`config.mk`:
```
export PLATFORM = sky130hd
export DESIGN_NAME = dda_stepper_v2
export DESIGN_NICKNAME = d
export VERILOG_FILES = /design/src/rtl/dda_stepper_v2.sv
export SDC_FILE = /design/constraint.sdc
export NUM_CORES = 1
export LEC_CHECK = 0
export BUFFER_PORTS_ARGS = -buffer_cell sky130_fd_sc_hd__buf_2
export CAP_MARGIN = 25
export CELL_PAD_IN_SITES_DETAIL_PLACEMENT = 1
export CELL_PAD_IN_SITES_GLOBAL_PLACEMENT = 2
export CORE_AREA = 2 2 223 225
export CTS_CLUSTER_DIAMETER = 80
export DETAILED_ROUTE_END_ITERATION = 12
export DIE_AREA = 0 0 225 227
export PLACE_DENSITY_LB_ADDON = 0.08
export SYNTH_ARGS = -nofsm -noshare
export SYNTH_HDL_FRONTEND = slang
export SYNTH_SLANG_ARGS = --single-unit
```
`constraint.sdc`:
```
create_clock -name clock -period 8.6 [get_ports clock]
set_input_delay 1.72 -clock clock [delete_from_list [all_inputs] [get_ports clock]]
set_output_delay 1.72 -clock clock [all_outputs]
set_load 0.05 [all_outputs]
```
`src/rtl/dda_stepper_v2.sv`:
```
// 3D DDA voxel traversal engine: walks the grid from a start voxel until it
// hits a solid voxel, leaves the grid, runs out of steps, passes t_max or is aborted.
module dda_stepper_v2 #(
  parameter int W           = 24,
  parameter int IDX_BITS    = 5,
  parameter int STEP_BITS   = 10,
  parameter int RD_LAT      = 1,
  parameter int CHECK_START = 1
) (
  input  logic                  clock,
  input  logic                  reset_n,
  input  logic                  job_valid,
  output logic                  job_ready,
  input  logic [IDX_BITS-1:0]   ix0,
  input  logic [IDX_BITS-1:0]   iy0,
  input  logic [IDX_BITS-1:0]   iz0,
  input  logic                  sx,
  input  logic                  sy,
  input  logic                  sz,
  input  logic [W-1:0]          next_x_init,
  input  logic [W-1:0]          next_y_init,
  input  logic [W-1:0]          next_z_init,
  input  logic [W-1:0]          inc_x,
  input  logic [W-1:0]          inc_y,
  input  logic [W-1:0]          inc_z,
  input  logic [W-1:0]          t_max,
  input  logic [STEP_BITS-1:0]  max_steps,
  input  logic                  abort,
  output logic                  busy,
  output logic [3*IDX_BITS-1:0] voxel_addr,
  input  logic                  voxel_solid,
  output logic                  res_valid,
  input  logic                  res_ready,
  output logic                  hit,
  output logic [IDX_BITS-1:0]   hx,
  output logic [IDX_BITS-1:0]   hy,
  output logic [IDX_BITS-1:0]   hz,
  output logic [2:0]            face_id,
  output logic [W-1:0]          t_hit,
  output logic [STEP_BITS-1:0]  steps_taken,
  output logic [2:0]            status
);

  localparam int CW = (RD_LAT > 1) ? $clog2(RD_LAT) : 1;
  localparam logic [CW-1:0] LAT_LOAD = (RD_LAT > 0) ? CW'(RD_LAT - 1) : '0;
  localparam logic [2:0] ST_HIT = 3'd0, ST_OOB = 3'd1, ST_MAXSTEP = 3'd2,
                         ST_TMAX = 3'd3, ST_ABORT = 3'd4;
  localparam logic [2:0] FACE_NONE = 3'd7;

  typedef enum logic [2:0] {S_IDLE, S_STEP, S_ISSUE, S_CHECK, S_RESULT} state_t;

  state_t               state_reg;
  state_t               after_addr;
  logic [IDX_BITS-1:0]  pos_reg   [3];
  logic [W-1:0]         timer_reg [3];
  logic [W-1:0]         inc_reg   [3];
  logic [W-1:0]         timer_sat [3];
  logic [2:0]           sgn_reg;
  logic [W-1:0]         t_max_reg;
  logic [W-1:0]         t_cur_reg;
  logic [STEP_BITS-1:0] max_steps_reg;
  logic [STEP_BITS-1:0] step_cnt_reg;
  logic [2:0]           face_reg;
  logic [CW-1:0]        lat_cnt_reg;

  logic [1:0]           sel;
  logic [W-1:0]         sel_timer;
  logic [IDX_BITS-1:0]  sel_pos;
  logic                 sel_sgn;
  logic                 at_edge;
  logic                 fin;
  logic                 fin_hit;
  logic [2:0]           fin_status;

  assign job_ready  = (state_reg == S_IDLE);
  assign busy       = (state_reg != S_IDLE);
  assign voxel_addr = {pos_reg[2], pos_reg[1], pos_reg[0]};
  assign after_addr = (RD_LAT == 0) ? S_CHECK : S_ISSUE;

  // Per-axis timer advance saturates instead of wrapping so a far boundary never looks near.
  for (genvar gi = 0; gi < 3; gi++) begin : g_axis
    logic [W:0] sum;
    assign sum           = {1'b0, timer_reg[gi]} + {1'b0, inc_reg[gi]};
    assign timer_sat[gi] = sum[W] ? {W{1'b1}} : sum[W-1:0];
  end

  // Minimum-timer axis; ties go to X, then Y.
  always_comb begin
    sel = 2'd2;
    if (timer_reg[0] <= timer_reg[1] && timer_reg[0] <= timer_reg[2]) sel = 2'd0;
    else if (timer_reg[1] <= timer_reg[2])                             sel = 2'd1;
    sel_timer = timer_reg[2];
    sel_pos   = pos_reg[2];
    sel_sgn   = sgn_reg[2];
    if (sel == 2'd0) begin
      sel_timer = timer_reg[0];
      sel_pos   = pos_reg[0];
      sel_sgn   = sgn_reg[0];
    end else if (sel == 2'd1) begin
      sel_timer = timer_reg[1];
      sel_pos   = pos_reg[1];
      sel_sgn   = sgn_reg[1];
    end
    at_edge = sel_sgn ? (sel_pos == {IDX_BITS{1'b1}}) : (sel_pos == '0);
  end

  always_comb begin
    fin        = 1'b0;
    fin_hit    = 1'b0;
    fin_status = ST_HIT;
    case (state_reg)
      S_STEP: begin
        fin = 1'b1;
        if (abort)                          fin_status = ST_ABORT;
        else if (step_cnt_reg == max_steps_reg) fin_status = ST_MAXSTEP;
        else if (at_edge)                   fin_status = ST_OOB;
        else if (sel_timer > t_max_reg)     fin_status = ST_TMAX;
        else                                fin = 1'b0;
      end
      S_ISSUE: begin
        fin        = abort;
        fin_status = ST_ABORT;
      end
      S_CHECK: begin
        if (abort) begin
          fin        = 1'b1;
          fin_status = ST_ABORT;
        end else if (voxel_solid) begin
          fin     = 1'b1;
          fin_hit = 1'b1;
        end
      end
      default: ;
    endcase
  end

  always_ff @(posedge clock or negedge reset_n) begin
    if (!reset_n) begin
      state_reg <= S_IDLE;
      for (int a = 0; a < 3; a++) begin
        pos_reg[a]   <= '0;
        timer_reg[a] <= '0;
        inc_reg[a]   <= '0;
      end
      sgn_reg       <= '0;
      t_max_reg     <= '0;
      t_cur_reg     <= '0;
      max_steps_reg <= '0;
      step_cnt_reg  <= '0;
      face_reg      <= FACE_NONE;
      lat_cnt_reg   <= '0;
      res_valid     <= 1'b0;
      hit           <= 1'b0;
      hx            <= '0;
      hy            <= '0;
      hz            <= '0;
      face_id       <= FACE_NONE;
      t_hit         <= '0;
      steps_taken   <= '0;
      status        <= '0;
    end else if (fin) begin
      // Result fields are captured once here and held untouched through RESULT.
      state_reg   <= S_RESULT;
      res_valid   <= 1'b1;
      hit         <= fin_hit;
      status      <= fin_status;
      hx          <= pos_reg[0];
      hy          <= pos_reg[1];
      hz          <= pos_reg[2];
      face_id     <= face_reg;
      t_hit       <= t_cur_reg;
      steps_taken <= step_cnt_reg;
    end else begin
      case (state_reg)
        S_IDLE: if (job_valid) begin
          pos_reg[0]    <= ix0;
          pos_reg[1]    <= iy0;
          pos_reg[2]    <= iz0;
          timer_reg[0]  <= next_x_init;
          timer_reg[1]  <= next_y_init;
          timer_reg[2]  <= next_z_init;
          inc_reg[0]    <= inc_x;
          inc_reg[1]    <= inc_y;
          inc_reg[2]    <= inc_z;
          sgn_reg       <= {sz, sy, sx};
          t_max_reg     <= t_max;
          max_steps_reg <= max_steps;
          step_cnt_reg  <= '0;
          t_cur_reg     <= '0;
          face_reg      <= FACE_NONE;
          lat_cnt_reg   <= LAT_LOAD;
          state_reg     <= (CHECK_START != 0) ? after_addr : S_STEP;
        end
        S_STEP: begin
          for (int a = 0; a < 3; a++) begin
            if (sel == 2'(a)) begin
              pos_reg[a]   <= sel_sgn ? pos_reg[a] + 1'b1 : pos_reg[a] - 1'b1;
              timer_reg[a] <= timer_sat[a];
            end
          end
          t_cur_reg    <= sel_timer;
          step_cnt_reg <= step_cnt_reg + 1'b1;
          face_reg     <= {sel, ~sel_sgn};
          lat_cnt_reg  <= LAT_LOAD;
          state_reg    <= after_addr;
        end
        S_ISSUE: begin
          if (lat_cnt_reg == '0) state_reg <= S_CHECK;
          else                   lat_cnt_reg <= lat_cnt_reg - 1'b1;
        end
        S_CHECK:  state_reg <= S_STEP;
        S_RESULT: if (res_ready) begin
          res_valid <= 1'b0;
          state_reg <= S_IDLE;
        end
        default:  state_reg <= S_IDLE;
      endcase
    end
  end

endmodule

```
# Yosys cells after proc, flatten, opt, wreduce, memory -nomap -nowiden
# Cells that the tools add are included.
[word_totals]
regBits = 294
input_bits = 202
out_inout_bits = 74
wordCells = 132
[classes]
add_sub_neg = 11
n_lt_le_gt_ge = 4
eq_ne = 15
mux = 57
bitwise_logic = 2
reduce_logical = 17
[op_table]
columns = ["operator", "n"]
rows = [
  ["2-to-1 mux 24 bit", 9],
  ["one-hot mux 72 bit (2 select lines)", 1],
  ["adder 24 x 24 -> 25 bit", 3],
  ["<= comparator 24 bit", 3],
  ["2-to-1 mux 72 bit", 1],
  ["one-hot mux 24 bit (2 select lines)", 1],
  ["2-to-1 mux 5 bit", 8],
  ["one-hot mux 15 bit (2 select lines)", 1],
  ["greater-than comparator 24 bit", 1],
  ["2-to-1 mux 3 bit", 7],
  ["one-hot mux 10 bit (2 select lines)", 1],
  ["2-to-1 mux 1 bit", 16],
  ["adder 5 x 1 -> 5 bit (second input constant)", 3],
  ["2-to-1 mux 15 bit", 1],
  ["one-hot mux 3 bit (5 select lines)", 1],
  ["subtractor 5 x 1 -> 5 bit (second input constant)", 3],
  ["AND reduction 3 bit", 4],
  ["AND reduction 4 bit", 3],
  ["adder 10 x 1 -> 10 bit (second input constant)", 1],
  ["equality test 10 bit", 1],
  ["2-to-1 mux 10 bit", 1],
  ["2-to-1 mux 2 bit", 5],
  ["one-hot mux 3 bit (3 select lines)", 1],
  ["inequality test 2 bit (second input constant)", 4],
  ["other kinds (19)", 26],
]

# Depth between registers and ports, before layout
# Gate-level depths: netlist of the first run.
[logic_depth]
word_depth = 14
mapped_depth = 26
mapped_depth_nobuf = 21

# Least setup slack after synthesis of the first run
# OpenSTA, ideal clock, no wires.
[synth_path]
kind = "reg-to-reg"
start = "register timer_reg[21] (netlist bit)"
end = "register pos_reg, in the netlist voxel_addr[8]"
setup_time_ps = 136
t_arrival_ps = 5136
required_ps = 8464
slack_ps = 3328
path_stages_with_launch = 25
n_path_buf = 5
synth_period_minus_slack_ps = 5272
path_cell_list = "dfrtp_1 > inv_1 > ha_1 > nand4_1 > nor4_2 > o311ai_1 > a31o_2 > o21ai_2 > buf_4 > clkbuf_1 > clkbuf_1 > a21oi_1 > ha_1 > a211oi_1 > o21ai_0 > a221o_1 > nor4_1 > nor2_1 > or2_2 > a2111oi_2 > o221ai_1 > buf_2 > buf_2 > nand2_1 > o21ai_0"
[synth_between]
elab_chain_cells = 14
elab_cells_between_ends = 28
cone_classes = "3 x order compare; 3 x eq/ne; 17 x mux; 1 x bitwise; 4 x reduce/logical"
[synth_lines]
columns = ["item", "line_no", "rtl"]
rows = [
  ["start, declared", "55", "logic [W-1:0] timer_reg [3];"],
  ["start signal, assigned by index", "198", "timer_reg[a] <= timer_sat[a];"],
  ["<= comparator 24 bit (on tied branches)", "91, 90", ""],
  ["2-to-1 mux 2 bit or logical AND 1 bit (tied branches)", "91, 90", ""],
  ["2-to-1 mux 2 bit", "90", "if (timer_reg[0] <= timer_reg[1] && timer_reg[0] <= timer_reg[2]) sel = 2'd0;"],
  ["equality test 2 x 1 -> 1 bit", "99, 196", ""],
  ["2-to-1 mux 24 bit or 2-to-1 mux 5 bit (tied branches)", "99", "end else if (sel == 2'd1) begin"],
  ["2-to-1 mux 24 bit or 2-to-1 mux 5 bit (tied branches)", "95", "if (sel == 2'd0) begin"],
  ["greater-than comparator 24 bit (tied with other cells)", "117", "else if (sel_timer > t_max_reg) fin_status = ST_TMAX;"],
  ["2-to-1 mux 1 bit (on tied branches)", "117, 104", ""],
  ["2-to-1 mux 1 bit", "116", "else if (at_edge) fin_status = ST_OOB;"],
  ["2-to-1 mux 1 bit", "115", "else if (step_cnt_reg == max_steps_reg) fin_status = ST_MAXSTEP;"],
  ["2-to-1 mux 1 bit", "114", "if (abort) fin_status = ST_ABORT;"],
  ["one-hot mux 1 bit (3 select lines)", "111", "case (state_reg)"],
  ["inverter 1 bit (no line)", "n/a", ""],
  ["AND reduction 4 bit (no line)", "n/a", ""],
  ["end signal, assigned by index", "197", "pos_reg[a] <= sel_sgn ? pos_reg[a] + 1'b1 : pos_reg[a] - 1'b1;"],
  ["end, declared", "54", "logic [IDX_BITS-1:0] pos_reg [3];"],
]
# Several ways; a longest one is shown, not always the timed one. The select of a mux whose other input is x is not followed.
# A chain may end at the register's enable or synchronous reset.

# Final worst setup path of the first run
[layout_path]
start = "register timer_reg[25] (netlist bit)"
end = "register timer_reg[65] (netlist bit)"
[layout_between]
elab_chain_cells = 14
elab_cells_between_ends = 25
cone_classes = "3 x order compare; 3 x eq/ne; 14 x mux; 1 x bitwise; 4 x reduce/logical"
[layout_lines]
columns = ["item", "line_no"]
rows = [
  ["<= comparator 24 bit (on tied branches)", "91, 90"],
  ["2-to-1 mux 2 bit or logical AND 1 bit (tied branches)", "91, 90"],
  ["2-to-1 mux 2 bit", "90"],
  ["equality test 2 x 1 -> 1 bit", "99"],
  ["2-to-1 mux 24 bit or 2-to-1 mux 5 bit (tied branches)", "99"],
  ["2-to-1 mux 24 bit or 2-to-1 mux 5 bit (tied branches)", "95"],
  ["greater-than comparator 24 bit (tied with other cells)", "117"],
  ["2-to-1 mux 1 bit (on tied branches)", "117, 104"],
  ["2-to-1 mux 1 bit", "116"],
  ["2-to-1 mux 1 bit", "115"],
  ["2-to-1 mux 1 bit", "114"],
  ["one-hot mux 1 bit (3 select lines)", "111"],
  ["inverter 1 bit (no line)", "n/a"],
  ["AND reduction 4 bit (no line) (*)", "n/a"],
]
# Every way passes the cells marked *; elsewhere a longest branch is shown, timed or not.

==> flow_summary.toml, run 1 <==
[worst_setup_path]
reg2regPathDepth = 22
worstPathArrival_ns = 7.11
crit_type = "register to register"
reg2reg_slack_ns = 1.93
worst_setup_path_end_kind = "register"
r2r_end = "timer_reg[65]$_DFFE_PN0P_"
worstSetupStartpointType = "register"
crit_fanout = 48
crit_required_ns = 9.04
r2r_start = "timer_reg[25]$_DFFE_PN0P_"

[logic_synthesis]
yosysTopAreaCell = "dfrtp_1"
netlist_instances = 2066
synth_fp_nets = 2452
yosys-top-cells-area = "dfrtp_1, ha_1, nand2_1"
ys_ff_latch = 293
syn_avg_cell_area_um2 = 8.889
seq_area_frac_synth_pct = 39.96
postSynth.asyncResetShare_pct = 100.0
synth.most_common_cell = "nand2_1"
synth_area_mm2 = 0.01837
synth_flop_cell = "dfrtp_1"
ys_top_cells_by_count = "nand2_1, dfrtp_1, ha_1"
synth-edff-count = 0
synth_top_area_share_pct = 39.11
ys_types = 70
yosys_warnings = 0

[drt]
post_drt_wl_per_cell_um = 21.80
drc = 0
met1_length_um = 30110
dr.pass1.iters = 6
avgViaCountPerCell = 5.453
wl_met3_um = 2452
first_iter_violations = 827
postRouteAntennaNets = 0
wirelength_um = 64500
top_layer = "met4"
dr_wl_met2_um = 30520
vias = 16130

[timing]
worst_slack_ns = 1.929
max_freq_mhz = 149.9
hold_ws_ns = 0.4657
tns_ns = 0
maxSlewViolCount = 0
tightest_slew_ns = 1.021
rsz0062_at_grt = "false"
finalCritPeriodShare_pct = 77.58
worst_clock_skew_ns = 0.02241
setup_viol = 0
layout_min_cycle_time_ns = 6.671
slew_headroom_pct = 31.96
finalHoldViolCount = 0

[clock_tree]
clk_path_buf_depth = 3
insertion_delay_ns = 0.57
cts_max_level = 2
cts_tree = "done"
root_buffer = "clkbuf_16"
holdBufCountCts = 0
numCtsBuffers = 38
clk_pin_slew_ns = 0.06
post_cts_resized = 0
clock-sinks = 293
cts_setup_buffers = 0

[global_route]
track_usage_pct = 25.52
grt_max_degree = 146
grt_pass1_vias = 16890
grt_overflow = 0
grt_pass1_wl_um = 99950
grt_antenna_before_repair = 1

[die]
die_w_um = 225
start_util_pct = 37.83
io_pins = 276
dieArea_mm2 = 0.05108
die_height_um = 227
rows = 81
core_area_mm2 = 0.04855

[hold_path]
min_path_cells = 2
min_from = "res_valid$_DFFE_PN0P_"
hold_end = "res_valid$_DFFE_PN0P_"
hold_class = "register to register"

[run_status]
outcome = "complete, no violations"

[finish]
fill_cells = 5716
fin_cells = 2958
area_growth_syn_to_layout_pct = 17.97
nNetsFinal = 2693
drive_above_1_share_pct = 18.42

[placed_design]
place_inst = 2889
post-place-ws_ns = 1.921
post-dp-hpwl_um = 49330
gp_congestion = 0.8954
placement.io_buffers = 275

[run]
cap_violations = 0
-- worst max-delay path, stage by stage, from the launching register on --
cell and delay, ns:
dfrtp_1 0.50, inv_1 0.22, ha_1 0.34, nor2b_1 0.14
o211ai_1 0.09, a21oi_1 0.18, a211o_1 0.17, a21oi_1 0.14
o21ai_4 0.63, buf_4 0.34, nor2_1 0.06, a21oi_1 0.34
ha_1 0.35, a21oi_1 0.16, o21ai_0 0.12, a221o_1 0.35
nor4_1 0.27, nor2_1 0.16, or2_2 0.36, nor4_1 0.83
nor2_4 0.18, buf_12 0.24, a221oi_1 0.36
-- placed cells by master, fill, tap and decap left out, types with 39 or more instances in the layout --
master / n
mux2_2: 47
dfrtp_1: 287
o21ai_0: 162
a21oi_1: 125
ha_1: 178
clkbuf_16: 39
inv_1: 109
o22ai_1: 69
nor2_1: 114
buf_2: 274
a21o_1: 48
xnor2_1: 54
nand2_1: 414
-- how the worst max path moves through the flow --
stage	end	start	slack (ns)
3_5_place_dp	timer_reg[65]$_DFFE_PN0P_	timer_reg[25]$_DFFE_PN0P_	1.92
3_3_place_gp	timer_reg[65]$_DFFE_PN0P_	timer_reg[16]$_DFFE_PN0P_	1.64
4_1_cts	timer_reg[65]$_DFFE_PN0P_	timer_reg[25]$_DFFE_PN0P_	1.93
6_report	timer_reg[65]$_DFFE_PN0P_	timer_reg[25]$_DFFE_PN0P_	1.93
5_1_grt	t_hit[17]$_DFFE_PN0P_	timer_reg[25]$_DFFE_PN0P_	1.52
2_1_floorplan	voxel_addr[8]$_DFFE_PN0P_	timer_reg[21]$_DFFE_PN0P_	3.33
-- per-layer routing --
layer	GRT usage, %	vias to the layer above
met5	0	-
met4	6.793	0
met3	3.485	78
met2	42.53	301
met1	34.92	8006
li1	-	7746
-- layout make-up --
type	count	area, um2	share of cell area [%]
antenna	1	2.502	0.01155
tap	622	778.2	3.592
timing repair buffer	290	1544	7.127
inverter	109	409.1	1.889
clock inverter	18	225.2	1.040
multi-input combinational	1575	10290	47.49
sequential	293	7340	33.88
clock buffer	50	1077	4.973
-- metrics by stage --
stage | utilization, % | cell area, um2
after global routing | 44.62 | 21660
final | 44.63 | 21660
after global placement | 41.84 | 20310
after detailed placement | 41.94 | 20360
after CTS | 44.62 | 21660
after floorplan | - | 18370
-- kinds of logic (layout without fill, tap and decap cells) --
| kind of cell | after synthesis | in the layout | synth area share, % |
|---|---|---|---|
| mux | 82 | 82 | 4.864 |
| buf+inv | 198 | 467 | 4.428 |
| fa+ha+maj | 184 | 184 | 12.78 |
| compound gates | 531 | 531 | 17.71 |
| flops | 293 | 293 | 39.96 |
| simple gates | 706 | 706 | 16.82 |
| xor+xnor | 72 | 72 | 3.434 |
| other cells | 0 | 1 | 0 |
Power of run 1 is not shown: default switching activity piles up to over one toggle a cycle in this logic, so the estimate is an artifact.
==> inputs of run 2 (changes only) <==
CORE_AREA = 2 2 243 245   (was 2 2 223 225)
DIE_AREA = 0 0 245 247   (was 0 0 225 227)
clock period = 5.4 ns   (was 8.6 ns; I/O delays follow)
==> flow_summary.toml, run 2 (synthesized netlist as in run 1, its figures left out) <==
[global_route]
grt_overflow = 0
grt_antenna_before_repair = 2
grt_pass1_vias = 17740
grt_max_degree = 102
track_usage_pct = 22.74
grt_pass1_wl_um = 105800

[drt]
postRouteAntennaNets = 0
dr.pass1.iters = 7
wirelength_um = 70240
vias = 16900
avgViaCountPerCell = 5.050
post_drt_wl_per_cell_um = 20.99
drc = 0
first_iter_violations = 579

[timing]
layout_min_cycle_time_ns = 5.330
max_freq_mhz = 187.6
rsz0062_at_grt = "true"
slew_headroom_pct = 36.47
worst_slack_ns = 0.06968
finalHoldViolCount = 0
worst_clock_skew_ns = 0.02620
finalCritPeriodShare_pct = 98.71
maxSlewViolCount = 0
setup_viol = 0
tightest_slew_ns = 0.9530

[die]
start_util_pct = 31.53
die_w_um = 245
core_area_mm2 = 0.05824
die_height_um = 247
io_pins = 276
rows = 89
dieArea_mm2 = 0.06052

[worst_setup_path]
worstSetupStartpointType = "register"
worst_setup_path_end_kind = "register"
crit_type = "register to register"
crit_required_ns = 5.84
crit_fanout = 6
worstPathArrival_ns = 5.77
slowest_stage = "dfrtp_1"
critPathMaxStageDelay_ns = 0.43

[placed_design]
placement.io_buffers = 275
gp_congestion = 0.8983
post-place-ws_ns = -0.4542
place_inst = 3242
post-dp-hpwl_um = 54250

[finish]
final_cell_mix = "nand2_1, dfrtp_1, buf_2"
final_common_cell = "nand2_1"
fin_cells = 3347
nNetsFinal = 2931
drive_above_1_share_pct = 29.50
final_util_pct = 41.94
area_growth_syn_to_layout_pct = 33.02

[clock_tree]
clk_pin_slew_ns = 0.06
clock-sinks = 293
numCtsBuffers = 38
insertion_delay_ns = 0.58
cts_max_level = 2
clk_path_buf_depth = 3
cts_tree = "done"
root_buffer = "clkbuf_16"

[run_status]
outcome = "complete, no violations"

[run]
cap_violations = 0

[hold_path]
hold_class = "register to register"
run 2: changes by cell type in the layout (fill, tap and decap cells not counted), moves of 15 or more:
cell | before | now
a21oi_1 | 125 | 108
ha_1 | 178 | 159
a21oi_2 | 0 | 15
buf_4 | 12 | 216
buf_6 | 0 | 15
ha_4 | 0 | 18
run 2: repair_timing:
| action | in CTS | in global routing |
|---|---|---|
| pin swaps | 14 | 32 |
| hold buffers | 0 | 0 |
| gates resized for setup | 30 | 108 |
| hold endpoints to repair | 0 | 0 |
| setup endpoints to repair | 174 | 174 |
| setup buffers | 12 | 19 |
| gates cloned | 2 | 6 |
run 2: area by class of cell:
class                      count  area, um2
timing repair buffer         525       3557
tap                          773      967.2
inverter                     109      409.1
fill                        6774      33810
clock buffer                  51       1091
antenna                        1      2.502
sequential                   293       7356
clock inverter                17      188.9
multi-input combinational   1578      10860
run 2: critical path: cells and delay by family, from the launching register on:
kind	cells	cell delay (ns)
buffers and inverters	7	1.12
AOI/OAI and AO/OA	11	2.14
muxes	1	0.21
DFF	1	0.43
and+or+nand+nor	5	0.88
adders and majority gates	2	0.41
run 2: path summary, 6_finish.rpt:
check                                            endpoint  cells past startpoint                 startpoint  slack [ns]
worst max register to register  timer_reg[47]$_DFFE_PN0P_                     26  timer_reg[25]$_DFFE_PN0P_        0.07
worst max-delay path            timer_reg[47]$_DFFE_PN0P_                     26  timer_reg[25]$_DFFE_PN0P_        0.07
worst min-delay path             t_cur_reg[4]$_DFFE_PN0P_                      1   t_cur_reg[4]$_DFFE_PN0P_        0.47
worst min register to register   t_cur_reg[4]$_DFFE_PN0P_                      1   t_cur_reg[4]$_DFFE_PN0P_        0.47
min in group asynchronous        t_max_reg[5]$_DFFE_PN0P_                      1                    reset_n        0.57
max in group asynchronous       timer_reg[66]$_DFFE_PN0P_                      2                    reset_n        3.53
run 2: through the flow:
stage	setup TNS, ns	hold slack (ns)	area (um2)
floorplan	0	0.4375	18370
global placement	-27.09	0.4532	22160
detailed placement	-40.62	0.4680	22160
CTS	0	0.4784	23690
global route	-3.554	0.4968	24430
finish	0	0.4715	24430
run 2: per-layer routing:
metal	up-vias	global-route usage, %	share of wire (%)
met1	8335	29.91	45
met2	268	39.98	49
met3	80	2.301	3.1
met5	-	0	0.014
met4	2	5.560	2.3
li1	8218	-	-
Power of run 2 is left out for the same reason.
==> inputs of run 3 (changes only) <==
SLEW_MARGIN = 10   (was unset)
clock period = 4.3 ns   (was 5.4 ns; I/O delays follow)
==> flow_summary.toml, run 3 (synthesized netlist as in run 1, its figures left out) <==
[run_status]
outcome = "finished, violations left"
violations = "negative setup slack"

[die]
die_w_um = 245
rows = 89
core_area_mm2 = 0.05824
die_height_um = 247
start_util_pct = 31.53
dieArea_mm2 = 0.06052
io_pins = 276

[global_route]
grt_pass1_vias = 18340
grt_pass1_wl_um = 108800
grt_antenna_before_repair = 0
grt_max_degree = 84
track_usage_pct = 23.50
grt_overflow = 0

[worst_setup_path]
worst_setup_path_end_kind = "register"
crit_type = "register to register"
crit_required_ns = 4.74
crit_fanout = 8
slowest_stage = "dfrtp_2"
crit_start = "timer_reg[25]$_DFFE_PN0P_"
worstPathArrival_ns = 5.55
r2r_start = "timer_reg[25]$_DFFE_PN0P_"
worstSetupStartpointType = "register"
critPathMaxStageDelay_ns = 0.44

[drt]
drc = 0
wirelength_um = 73450
first_iter_violations = 763
postRouteAntennaNets = 0
post_drt_wl_per_cell_um = 21.67
avgViaCountPerCell = 5.115
vias = 17340
dr.pass1.iters = 5

[placed_design]
post-place-ws_ns = -1.110
placement.io_buffers = 275
post-dp-hpwl_um = 53990
gp_congestion = 0.8595

[finish]
nNetsFinal = 2974
area_growth_syn_to_layout_pct = 43.88
fill_cells = 6608
drive_above_1_share_pct = 37.08
antenna_cells = 0
final_common_cell = "nand2_1"
final_cell_mix = "nand2_1, buf_2, dfrtp_1"

[run]
cap_violations = 0

[clock_tree]
holdBufCountCts = 0
root_buffer = "clkbuf_16"
cts_tree = "done"
cts_max_level = 2
clock-sinks = 293
clk_path_buf_depth = 3
clk_pin_slew_ns = 0.06
insertion_delay_ns = 0.57
numCtsBuffers = 39

[timing]
finalCritPeriodShare_pct = 118.9
setup_viol = 184
layout_min_cycle_time_ns = 5.113
worst_clock_skew_ns = 0.02590
worst_slack_ns = -0.8132
maxSlewViolCount = 0
finalHoldViolCount = 0
hold_ws_ns = 0.3063
tightest_slew_ns = 0.8356
rsz0062_at_grt = "true"
max_freq_mhz = 195.6
slew_headroom_pct = 43.57

[hold_path]
hold_class = "input pin to async pin"
run 3: worst max-delay path, delay by kind of cell, from the launching register on:
kind / cells / cell delay [ns]
multiplexers: 2 / 0.60
flip-flops: 1 / 0.44
AND/OR/NAND/NOR: 5 / 0.66
adder cells (fa/ha/maj): 2 / 0.43
buffers and inverters: 7 / 0.96
AO/OA/AOI/OAI: 9 / 1.89
run 3: worst paths after layout:
path / endpoint / slack (ns) / cells after the start
min reg2reg: inc_reg[51]$_DFFE_PN0P_ / 0.48 / 2
min in group clock: inc_reg[51]$_DFFE_PN0P_ / 0.48 / 2
min: inc_reg[6]$_DFFE_PN0P_ / 0.31 / 1
max: t_hit[1]$_DFFE_PN0P_ / -0.81 / 25
max in group asynchronous: timer_reg[30]$_DFFE_PN0P_ / 2.90 / 2
max reg2reg: t_hit[1]$_DFFE_PN0P_ / -0.81 / 25
run 3: final cells by class:
cell class                      instances  area [um2]  area share [%]
Clock buffer                           58        1147           4.342
Clock inverter                         11       146.4          0.5540
Inverter                              109       409.1           1.548
Multi-Input combinational cell       1578       11930           45.16
Sequential cell                       293        7367           27.88
Tap cell                              773       967.2           3.660
Timing Repair Buffer                  567        4453           16.85
run 3: metal layers:
layer / vias to the layer above / track usage [%] / part of all wire (%)
met5: - / 0 / 0
met4: 0 / 5.506 / 2.0
met3: 80 / 3.039 / 3.1
met2: 275 / 40.74 / 50
met1: 8653 / 31.06 / 45
li1: 8328 / - / -
run 3: through the flow:
stage                     std cells  TNS [ns]  utilization, %  cell area, um2
after floorplan                2066    -49.74               -           18920
final                          3389   -127.57           45.37           26420
after global routing           3389   -159.78           45.37           26420
after global placement         3256   -164.52           39.03           22730
after CTS                      3369   -123.25           43.22           25170
after detailed placement       3256   -172.79           39.03           22730
run 3: what timing repair did:
item,4_1_cts,5_1_grt
pin swaps,40,45
gates resized for setup,152,205
setup endpoints to repair,184,184
cloned,15,13
buffers inserted,30,17
hold endpoints to repair,0,0
Power of run 3 is left out for the same reason.
